===== src/rtl/uart_tx_arbiter.sv =====
// rtl/uart_tx_arbiter.sv - round-robin, packet-locking arbiter sharing one uart_tx serializer
module uart_tx_arbiter #(
    parameter int N_REQ        = 4,
    parameter int N_DATA_BITS  = 8,
    parameter int HOLD_TIMEOUT = 255
) (
    input  logic                           i_uart_clk,
    input  logic                           i_uart_reset_n,
    input  logic [N_REQ-1:0]               i_req_valid,
    input  logic [N_REQ*N_DATA_BITS-1:0]   i_req_data,
    input  logic [N_REQ-1:0]               i_req_last,
    output logic [N_REQ-1:0]               o_req_ready,
    output logic [N_REQ-1:0]               o_grant,
    input  logic                           i_tx_ready,
    output logic                           o_tx_data_valid,
    output logic [N_DATA_BITS-1:0]         o_tx_data,
    output logic                           o_busy,
    output logic                           o_timeout
);

    localparam int IW = (N_REQ > 1) ? $clog2(N_REQ) : 1;
    localparam int TW = (HOLD_TIMEOUT > 0) ? $clog2(HOLD_TIMEOUT + 1) : 1;
    localparam logic [TW-1:0] HOLD_LAST = TW'((HOLD_TIMEOUT > 0) ? HOLD_TIMEOUT - 1 : 0);
    localparam logic [IW:0]   N_REQ_W   = (IW+1)'(N_REQ);

    typedef enum logic [1:0] {ST_IDLE, ST_OWN, ST_DRAIN} state_t;

    state_t                 state;
    logic [IW-1:0]          owner;
    logic [IW-1:0]          rr_ptr;
    logic [IW-1:0]          win_idx;
    logic [IW-1:0]          next_ptr;
    logic [IW:0]            sum;
    logic                   win_found;
    logic                   last_flag;
    logic [TW-1:0]          hold_cnt;
    logic                   can_load;
    logic                   accept;
    logic                   drain;
    logic                   sel_valid;
    logic                   sel_last;
    logic [N_DATA_BITS-1:0] sel_data;

    // Scan downward so the requester closest to rr_ptr is the last (winning) assignment.
    always_comb begin
        win_idx   = '0;
        win_found = 1'b0;
        sum       = '0;
        for (int i = N_REQ - 1; i >= 0; i--) begin
            sum = {1'b0, rr_ptr} + (IW+1)'(i);
            if (sum >= N_REQ_W) begin
                sum = sum - N_REQ_W;
            end
            if (i_req_valid[sum[IW-1:0]]) begin
                win_idx   = sum[IW-1:0];
                win_found = 1'b1;
            end
        end
    end

    always_comb begin
        sel_data  = '0;
        sel_valid = 1'b0;
        sel_last  = 1'b0;
        for (int k = 0; k < N_REQ; k++) begin
            if (owner == IW'(k)) begin
                sel_data  = i_req_data[k*N_DATA_BITS +: N_DATA_BITS];
                sel_valid = i_req_valid[k];
                sel_last  = i_req_last[k];
            end
        end
    end

    assign next_ptr    = (owner == IW'(N_REQ - 1)) ? '0 : owner + IW'(1);
    assign can_load    = ~o_tx_data_valid | i_tx_ready;
    assign o_req_ready = (state == ST_OWN) ? (o_grant & {N_REQ{can_load}}) : '0;
    assign accept      = (state == ST_OWN) & can_load & sel_valid;
    assign drain       = o_tx_data_valid & i_tx_ready;
    assign o_busy      = (state != ST_IDLE) | o_tx_data_valid;

    always_ff @(posedge i_uart_clk or negedge i_uart_reset_n) begin
        if (!i_uart_reset_n) begin
            state           <= ST_IDLE;
            owner           <= '0;
            rr_ptr          <= '0;
            o_grant         <= '0;
            o_tx_data_valid <= 1'b0;
            o_tx_data       <= '0;
            last_flag       <= 1'b0;
            hold_cnt        <= '0;
            o_timeout       <= 1'b0;
        end else begin
            o_timeout <= 1'b0;

            // A drain and a reload on the same edge keep valid high with no bubble.
            if (accept) begin
                o_tx_data       <= sel_data;
                o_tx_data_valid <= 1'b1;
                last_flag       <= sel_last;
            end else if (drain) begin
                o_tx_data_valid <= 1'b0;
            end

            case (state)
                ST_IDLE: begin
                    hold_cnt <= '0;
                    if (win_found) begin
                        owner   <= win_idx;
                        o_grant <= {{(N_REQ-1){1'b0}}, 1'b1} << win_idx;
                        state   <= ST_OWN;
                    end
                end
                ST_OWN: begin
                    if (accept) begin
                        hold_cnt <= '0;
                        if (sel_last) begin
                            state <= ST_DRAIN;
                        end
                    end else if ((HOLD_TIMEOUT != 0) && !o_tx_data_valid && !sel_valid) begin
                        if (hold_cnt == HOLD_LAST) begin
                            o_timeout <= 1'b1;
                            o_grant   <= '0;
                            rr_ptr    <= next_ptr;
                            hold_cnt  <= '0;
                            state     <= ST_IDLE;
                        end else begin
                            hold_cnt <= hold_cnt + TW'(1);
                        end
                    end
                end
                ST_DRAIN: begin
                    if (drain && last_flag) begin
                        o_grant <= '0;
                        rr_ptr  <= next_ptr;
                        state   <= ST_IDLE;
                    end
                end
                default: begin
                    state <= ST_IDLE;
                end
            endcase
        end
    end

endmodule

===== config.mk =====
export PLATFORM = sky130hd
export DESIGN_NAME = uart_tx_arbiter
export DESIGN_NICKNAME = d
export VERILOG_FILES = /design/src/rtl/uart_tx_arbiter.sv
export SDC_FILE = /design/constraint.sdc
export NUM_CORES = 1
export LEC_CHECK = 0
export CAP_MARGIN = 20
export CORE_ASPECT_RATIO = 0.9
export CORE_MARGIN = 5
export CORE_UTILIZATION = 42
export DETAILED_ROUTE_END_ITERATION = 16
export PLACE_DENSITY = 0.76
export SYNTH_ARGS = -nofsm -noshare
export SYNTH_HDL_FRONTEND = slang
export SYNTH_SLANG_ARGS = --single-unit
export TNS_END_PERCENT = 100

===== constraint.sdc =====
create_clock -name i_uart_clk -period 2.16 [get_ports i_uart_clk]
set_input_delay 0.432 -clock i_uart_clk [delete_from_list [all_inputs] [get_ports i_uart_clk]]
set_output_delay 0.432 -clock i_uart_clk [all_outputs]
set_load 0.05 [all_outputs]

# Word level (Yosys, flattened, before mapping)
# Cells that the tools add are included.
[totals]
input_bits = 43
ff_bits = 29
[classes]
bitwise = 7
n_reduce_logical = 16
n_eq_ne = 14
addsub = 9
magnitude_cmp = 8
n_mux = 62
shifts = 1
[ops]
columns = ["operator", "count"]
rows = [
  ["8-bit 2-to-1 mux", 7],
  ["2-bit 2-to-1 mux", 19],
  ["4-bit 2-to-1 mux", 6],
  ["1-bit 2-to-1 mux", 22],
  ["8-bit case mux with 2 select lines", 1],
  ["2-bit by 3-bit less-than comparator with 1-bit output, second input constant", 4],
  ["4-bit case mux with 3 select lines", 1],
  ["5-bit AND reduction", 2],
  ["3-bit >= comparator, second input constant", 3],
  ["8-bit by 1-bit adder with 8-bit output, second input constant", 1],
  ["1-bit binary-select mux with 2-bit select", 4],
  ["8-bit equality test, second input constant", 1],
  ["2-bit nonzero test", 4],
  ["2-bit by 1-bit subtractor with 2-bit output, second input constant", 4],
  ["2-bit by 2-bit adder with 3-bit output, second input constant", 2],
  ["2-bit equality test, second input constant", 3],
  ["2-bit != test, second input constant", 3],
  ["3-bit by 2-bit != test with 1-bit output, second input constant", 2],
  ["2-bit case mux with 3 select lines", 1],
  ["6-bit AND reduction", 1],
  ["4-bit AND", 1],
  ["2-bit by 1-bit equality test with 1-bit output, second input constant", 2],
  ["2-bit zero test", 2],
  ["2-bit by 1-bit != test with 1-bit output, second input constant", 2],
  ["13 further kinds", 19],
]

# Logic depth before layout (Yosys ltp)
# Gate-level depths: netlist (run 1).
[depth]
ltp_word = 12
ltp_mapped = 10
mapped_depth_nobuf = 7

# Least setup slack after synthesis (run 1)
# Ideal clock, no wire load.
[synth_path]
kind = "reg2reg"
startpoint = "register owner[0]"
endpoint = "register hold_cnt[5]"
stages_incl_launch_ff = 10
path_slack_ns = -0.219
path_buffers = 2
synth_period_minus_slack_ns = 2.379
arrival_ns = 2.275
path_cell_list = "dfrtp_1 inv_1 ha_1 buf_6 nor3b_4 a311oi_4 a21oi_4 or3_1 buf_2 o41ai_2"
[synth_via]
elab_chain_cells = 9
[synth_lines]
columns = ["element", "line_no", "rtl"]
rows = [
  ["start, declared", "29", "logic [IW-1:0] owner;"],
  ["start signal, assigned", "108", "owner <= win_idx;"],
  ["2-bit zero test", "66", "if (owner == IW'(k)) begin"],
  ["1-bit 2-to-1 mux (3 in a row)", "66", ""],
  ["1-bit 2-to-1 mux *", "66", ""],
  ["1-bit zero test", "119", "end else if ((HOLD_TIMEOUT != 0) && !o_tx_data_valid && !sel_valid) begin"],
  ["1-bit logical AND", "119", ""],
  ["3-bit by 2-bit != test with 1-bit output (no line)", "--", ""],
  ["2-bit AND reduction (no line)", "--", ""],
  ["end signal, assigned", "127", "hold_cnt <= hold_cnt + TW'(1);"],
  ["end, declared", "36", "logic [TW-1:0] hold_cnt;"],
]
# Mark *: on every way between the ends. The rest lies on a longest branch, timed or not.
# A chain may end at the register's enable or synchronous reset.

# Worst setup path in the final report (run 1)
[layout_path]
startpoint = "register owner[1]"
endpoint = "register state[0]"
[layout_via]
elab_chain_cells = 9
[layout_lines]
columns = ["element", "line_no", "rtl"]
rows = [
  ["2-bit zero test", "66", ""],
  ["1-bit 2-to-1 mux (4 in a row)", "66", ""],
  ["1-bit zero test", "119", ""],
  ["1-bit logical AND", "119", ""],
  ["3-bit by 2-bit != test with 1-bit output (no line)", "--", ""],
  ["5-bit AND reduction (no line)", "--", ""],
  ["end signal, assigned", "117", "state <= ST_DRAIN;"],
  ["end signal, assigned", "125", "state <= ST_IDLE;"],
  ["end signal, assigned", "135", "state <= ST_IDLE;"],
  ["end, declared", "28", "state_t state;"],
]
# Several ways; a longest one is shown, not always the timed one.

==> impl_metrics.ini, run 1 <==
[floorplan]
dieHeight_um = 75.48
ios = 62
start_util_pct = 44.00
coreArea_um2 = 4547
die_width_um = 82.75
rows = 23
dieArea_um2 = 6246

[synthesis]
syn_avg_cell_area_um2 = 9.053
yosys.area_share.xor_xnor_pct = 0
ys_types = 43
synthesis.area_um2 = 2001
ys_async_sr_fraction_pct = 100.0
synthAdderAreaFrac_pct = 6.254
synth_edf_count = 0
synth-simple-area-share_pct = 20.83
ys.flop_type = dfrtp_1
syn_inst = 221
synth-compound-area-share_pct = 24.27
ys_ff_latch = 29
synth_fp_nets = 274
synth_mux_area_share_pct = 6.316
ys_seq_area_share_pct = 36.27
synth-warning-count = 0
synth_top_family_by_area = compound AO/OA/AOI/OAI gates

[setup_path]
slowest_stage = dfrtp_1
crit_family = compound AO/OA/AOI/OAI gates
critPathRequiredTime_ns = 2.32
cp-end-kind = register
slowest_delay_ns = 0.42
path_class = reg -> reg
cp.arrival_ns = 2.31
worstPathCellList = inv_2 -> ha_2 -> nand3b_1 -> a311oi_4 -> buf_6 -> buf_4 -> a21o_1 -> o2111ai_2 -> mux2_2
crit_buf_inv = 3
cp_max_fo = 6
start_kind = register

[layout]
fillers = 369
areaGrowthSynthToFinish_pct = 55.60
fin_nets = 363
drive_gt1_share_pct = 22.83
fin_area_um2 = 3113
insertedDiodeCount = 0

[pwr]
power.leakage_nw = 1.284
powerDensity_nw_per_um2 = 1485
ir_worst_vdd_v = 0.0008919
power_mw = 4.624

[timing]
drv_slew = 0
fin_tns_setup_ns = 0
period_minus_slack_ns = 2.143
max_slew_margin_pct = 65.14
rsz0062_at_grt = true
final-hold-violation-count = 0
setup_violations = 0
hold_slack_ns = 0.4871
achievable-frequency_ghz = 0.4667
timing.final.crit_share_pct = 99.21
worstMarginPinSlew_ns = 0.5213
finClkSkew_ns = 0.004594
worst_slack_ns = 0.01710

[placed_design]
pre_cts_slack_ns = -0.2351
numPortBuffers = 61
hpwl_mm = 4.184
place_area_um2 = 2917
place.gp.congestion = 0.8932

[route]
finalWirelength_mm = 5.403
dr_total_vias = 1974
drtIter0Drc = 72
via_per_inst = 5.292
drc = 0
ant_nets = 0
firstDrtPassIters = 4
wl_per_cell_um = 14.49

[clocking]
tritoncts = built
clk_latency_ns = 0.28
clock_tree.root_cell = clkbuf_8
h-tree-depth = 2
hold_buffers = 0
cts_max_path_buffers = 2
cts_buffers = 5
cts_num_sinks = 29
path_clk_slew_ns = 0.06

[global_route]
grt_first_pass_wirelength_mm = 9.032
grt_pass1_vias = 1968
grt_max_degree = 30
antenna_found_initial = 0
grt_use_total_pct = 18.85
grt_overflow = 0

[run]
cap_violations = 0

[min_path]
min_path_type = reg -> reg

[run_status]
status = completed
[worst register-to-register path: cells and delay by family, from the launching register on]
| family | cells | cell delay [ns] |
|---|---|---|
| AOI/OAI and AO/OA | 3 | 0.57 |
| DFF | 1 | 0.42 |
| buffers and inverters | 3 | 0.37 |
| muxes | 1 | 0.29 |
| and+or+nand+nor | 1 | 0.20 |
| adders and majority gates | 1 | 0.19 |
[where the power goes]
group / total (mW) / switching, mW / internal (mW)
combinational: 3.04 / 1.63 / 1.41
sequential: 0.916 / 0.174 / 0.742
clock: 0.672 / 0.214 / 0.458
[registers in the layout, indices dropped and copies added, names as in the netlist]
name and flops:
state 2, o_timeout 1, o_grant 4, rr_ptr 2, owner 2, hold_cnt 8, last_flag 1, o_tx_data_valid 1
o_tx_data 8
[per-layer routing]
layer / vias up / share of wire (%) / GRT usage, %
met1: 925 / 45 / 24.59
met5: - / 0 / 0
met4: 0 / 0.89 / 5.082
li1: 986 / - / -
met2: 57 / 48 / 31.32
met3: 6 / 5.6 / 4.728
[cell usage after synthesis, types with 2 or more instances]
master | number | area, um^2
buf_4 | 2 | 15.01
a41oi_1 | 2 | 17.52
nor2b_1 | 2 | 12.51
a211oi_1 | 6 | 45.04
mux2_2 | 5 | 56.30
nand4_1 | 3 | 18.77
a21oi_1 | 18 | 90.09
o21ai_0 | 6 | 30.03
nand3b_1 | 11 | 82.58
o211ai_1 | 8 | 60.06
nand2b_1 | 9 | 56.30
nand3_1 | 7 | 35.03
nor4_1 | 2 | 12.51
nand2_1 | 26 | 97.59
o21a_1 | 8 | 60.06
o22ai_1 | 3 | 18.77
ha_1 | 10 | 125.1
mux2i_1 | 7 | 70.07
clkbuf_1 | 5 | 18.77
nor2_1 | 5 | 18.77
inv_1 | 15 | 56.30
o31ai_1 | 3 | 22.52
a21o_1 | 2 | 15.01
and3_1 | 6 | 37.54
dfrtp_1 | 29 | 725.7
buf_2 | 4 | 20.02
[layout by cell type (no fill, tap or decap), drive strengths merged, types with 2 or more instances in the layout]
master and n:
nand4 3, and3 6, nor2 5, nand3b 11, inv 15, a21oi 19
dfrtp 29, buf 38, o211ai 8, a211oi 6, nand2b 9, o22ai 3
bufinv 2, ha 10, nor3b 2, mux2 5, nand3 7, clkdlybuf4s50 56
mux2i 7, nor2b 2, o41ai 2, o21a 8, nor4 2, nand2 26
o21ai 6, o31ai 3, a21o 2, clkbuf 5, a41oi 2
[kinds of logic after synthesis]
family | count (synthesis)
AO/OA/AOI/OAI | 67
adder cells (fa/ha/maj) | 10
buffers and inverters | 27
flip-flops | 29
multiplexers | 12
AND/OR/NAND/NOR | 76
[per-stage QoR]
stage | util (%) | instances
6_report | 68.46 | 373
3_3_place_gp | 64.14 | 363
4_1_cts | 67.14 | 371
2_1_floorplan | - | 221
3_5_place_dp | 64.14 | 363
5_1_grt | 68.46 | 373
[repair_timing]
item	4_1_cts	5_1_grt
gates resized for setup	1	11
pin swaps	2	5
endpoints found under the hold margin	0	0
buffers inserted	0	2
endpoints found under the setup margin	9	15
[final cells by class]
| class | count | area (um^2) | share of cell area (%) |
|---|---|---|---|
| clock inverters | 3 | 65.06 | 2.090 |
| clock buffers | 5 | 68.82 | 2.211 |
| well taps | 62 | 77.57 | 2.492 |
| repair buffers | 94 | 912.1 | 29.30 |
| flip-flops and latches | 29 | 725.7 | 23.31 |
| multi-input cells | 165 | 1207 | 38.79 |
| inverters | 15 | 56.30 | 1.809 |
[path summary, 6_finish.rpt]
check	to	from	slack (ns)	cells after the start
setup / recovery	state[0]$_DFFE_PN0P_	owner[1]$_DFFE_PN0P_	0.02	9
hold / removal	o_tx_data[5]$_DFFE_PN0P_	o_tx_data[5]$_DFFE_PN0P_	0.49	1
setup reg to reg	state[0]$_DFFE_PN0P_	owner[1]$_DFFE_PN0P_	0.02	9
hold reg to reg	o_tx_data[5]$_DFFE_PN0P_	o_tx_data[5]$_DFFE_PN0P_	0.49	1
max in group asynchronous	o_tx_data[3]$_DFFE_PN0P_	i_uart_reset_n	1.35	2
min in group asynchronous	rr_ptr[1]$_DFFE_PN0P_	i_uart_reset_n	0.53	2
No activity file was read; power rests on OpenSTA's default activity.
==> run 2: changes to the inputs <==
MAX_ROUTING_LAYER = met4   (was default)
==> run 2 against run 1 <==
  * Cell area decreased by 0.48%
  * Clock skew increased by 0.0047 ns
  * Critical path depth decreased by 1
  * Critical endpoint unchanged
  * Largest cell class unchanged
  * Largest power group unchanged
==> impl_metrics.ini, run 2 (synthesis gave the netlist of run 1 again) <==
[setup_path]
cp-end-kind = register
crit_family = flip-flops
cp_common_cell = buf_6
worstPathCellList = buf_6 -> ha_4 -> nand3b_1 -> a311oi_4 -> buf_6 -> nand3_2 -> o2111ai_2 -> mux2_2
start_kind = register
crit_buf_inv = 2
cp_max_fo = 7
critPathRequiredTime_ns = 2.34
path_class = reg -> reg
slowest_delay_ns = 0.45
cp.arrival_ns = 2.29
slowest_stage = dfrtp_2

[global_route]
grt_overflow = 0
antenna_found_initial = 0
grt_max_degree = 30
grt_first_pass_wirelength_mm = 9.121
grt_use_total_pct = 19.45
grt_pass1_vias = 2019

[clocking]
path_clk_slew_ns = 0.07
cts_max_path_buffers = 2
clk_latency_ns = 0.29
tritoncts = built
cts_num_sinks = 29
h-tree-depth = 2
cts_buffers = 5
clock_tree.root_cell = clkbuf_8

[timing]
period_minus_slack_ns = 2.119
finClkSkew_ns = 0.009246
worstMarginPinSlew_ns = 0.5139
worst_slack_ns = 0.04090
setup_violations = 0
drv_slew = 0
rsz0062_at_grt = true
fin_tns_setup_ns = 0
timing.final.crit_share_pct = 98.11
achievable-frequency_ghz = 0.4719
max_slew_margin_pct = 65.63
final-hold-violation-count = 0

[layout]
layout_common_cells = 56 x clkdlybuf4s50_1, 29 x buf_4, 27 x dfrtp_1
insertedDiodeCount = 0
final_common_cell = clkdlybuf4s50_1
stdcell_count = 372
top_regs = hold_cnt x8, o_tx_data x8, o_grant x4
drive_gt1_share_pct = 23.55
fin_nets = 362
fillers = 405
fin_area_um2 = 3098
areaGrowthSynthToFinish_pct = 54.85

[route]
via_per_inst = 5.285
wl_per_cell_um = 14.67
ant_nets = 0
drtIter0Drc = 97
finalWirelength_mm = 5.458
drc = 0
dr_total_vias = 1966
firstDrtPassIters = 4

[floorplan]
dieHeight_um = 75.48
coreArea_um2 = 4547
rows = 23
start_util_pct = 44.00
die_width_um = 82.75
dieArea_um2 = 6246
ios = 62

[placed_design]
hpwl_mm = 4.217
numPortBuffers = 61
dp.cells = 364
pre_cts_slack_ns = -0.3465
place.gp.congestion = 0.8728
place_area_um2 = 2924

[pwr]
ir_worst_vdd_v = 0.001147
powerDensity_nw_per_um2 = 1440
power.leakage_nw = 1.255
power_mw = 4.460

[run_status]
status = completed

[min_path]
min_path_type = reg -> reg

[run]
cap_violations = 0
run 2: cell type report:
type	count	area, um^2	share of cell area [%]
Clock buffer	5	68.82	2.221
Tap cell	62	77.57	2.504
Inverter	15	56.30	1.817
Multi-Input combinational cell	165	1237	39.94
Sequential cell	29	728.2	23.51
Clock inverter	3	17.52	0.5654
Timing Repair Buffer	93	912.1	29.44
run 2: worst paths after layout:
path	start	endpoint	slack [ns]	depth (start not counted)
min in group asynchronous	i_uart_reset_n	o_grant[3]$_DFFE_PN0P_	0.52	2
worst max register to register	owner[0]$_DFFE_PN0P_	state[0]$_DFFE_PN0P_	0.04	8
worst min-delay path	o_tx_data[1]$_DFFE_PN0P_	o_tx_data[1]$_DFFE_PN0P_	0.49	1
worst max-delay path	owner[0]$_DFFE_PN0P_	state[0]$_DFFE_PN0P_	0.04	8
worst min register to register	o_tx_data[1]$_DFFE_PN0P_	o_tx_data[1]$_DFFE_PN0P_	0.49	1
max in group asynchronous	i_uart_reset_n	owner[0]$_DFFE_PN0P_	1.33	2
run 2: power breakdown:
group          leakage, nW  internal (mW)  switching (mW)
clock               0.0439          0.222           0.226
sequential           0.366          0.746           0.181
combinational        0.846           1.44            1.64
run 2: layer usage:
metal / routed length (um) / global-route usage, % / vias to the layer above
met2: 2758 / 32.74 / 42
met1: 2453 / 24.19 / 941
met4: 34 / 5.263 / 0
li1: - / - / 979
met5: 0 / - / -
met3: 211 / 3.428 / 4
run 2: worst reg2reg max path, stage by stage, from the launching register on:
cell and delay (ns):
dfrtp_2 0.45, buf_6 0.13, ha_4 0.16, nand3b_1 0.21, a311oi_4 0.25, buf_6 0.18
nand3_2 0.10, o2111ai_2 0.20, mux2_2 0.35
run 2: metrics by stage:
stage               utilization [%]  hold slack [ns]
floorplan                         -           0.1364
global placement              64.31           0.4749
detailed placement            64.31           0.4784
CTS                           66.81           0.4941
global route                  68.13           0.5147
finish                        68.13           0.4890
run 2: timing repair:
item / CTS / global route
setup endpoints to repair: 14 / 10
hold buffers: 0 / 0
setup buffers: 0 / 0
gates resized for setup: 6 / 15
pin swaps: 1 / 0
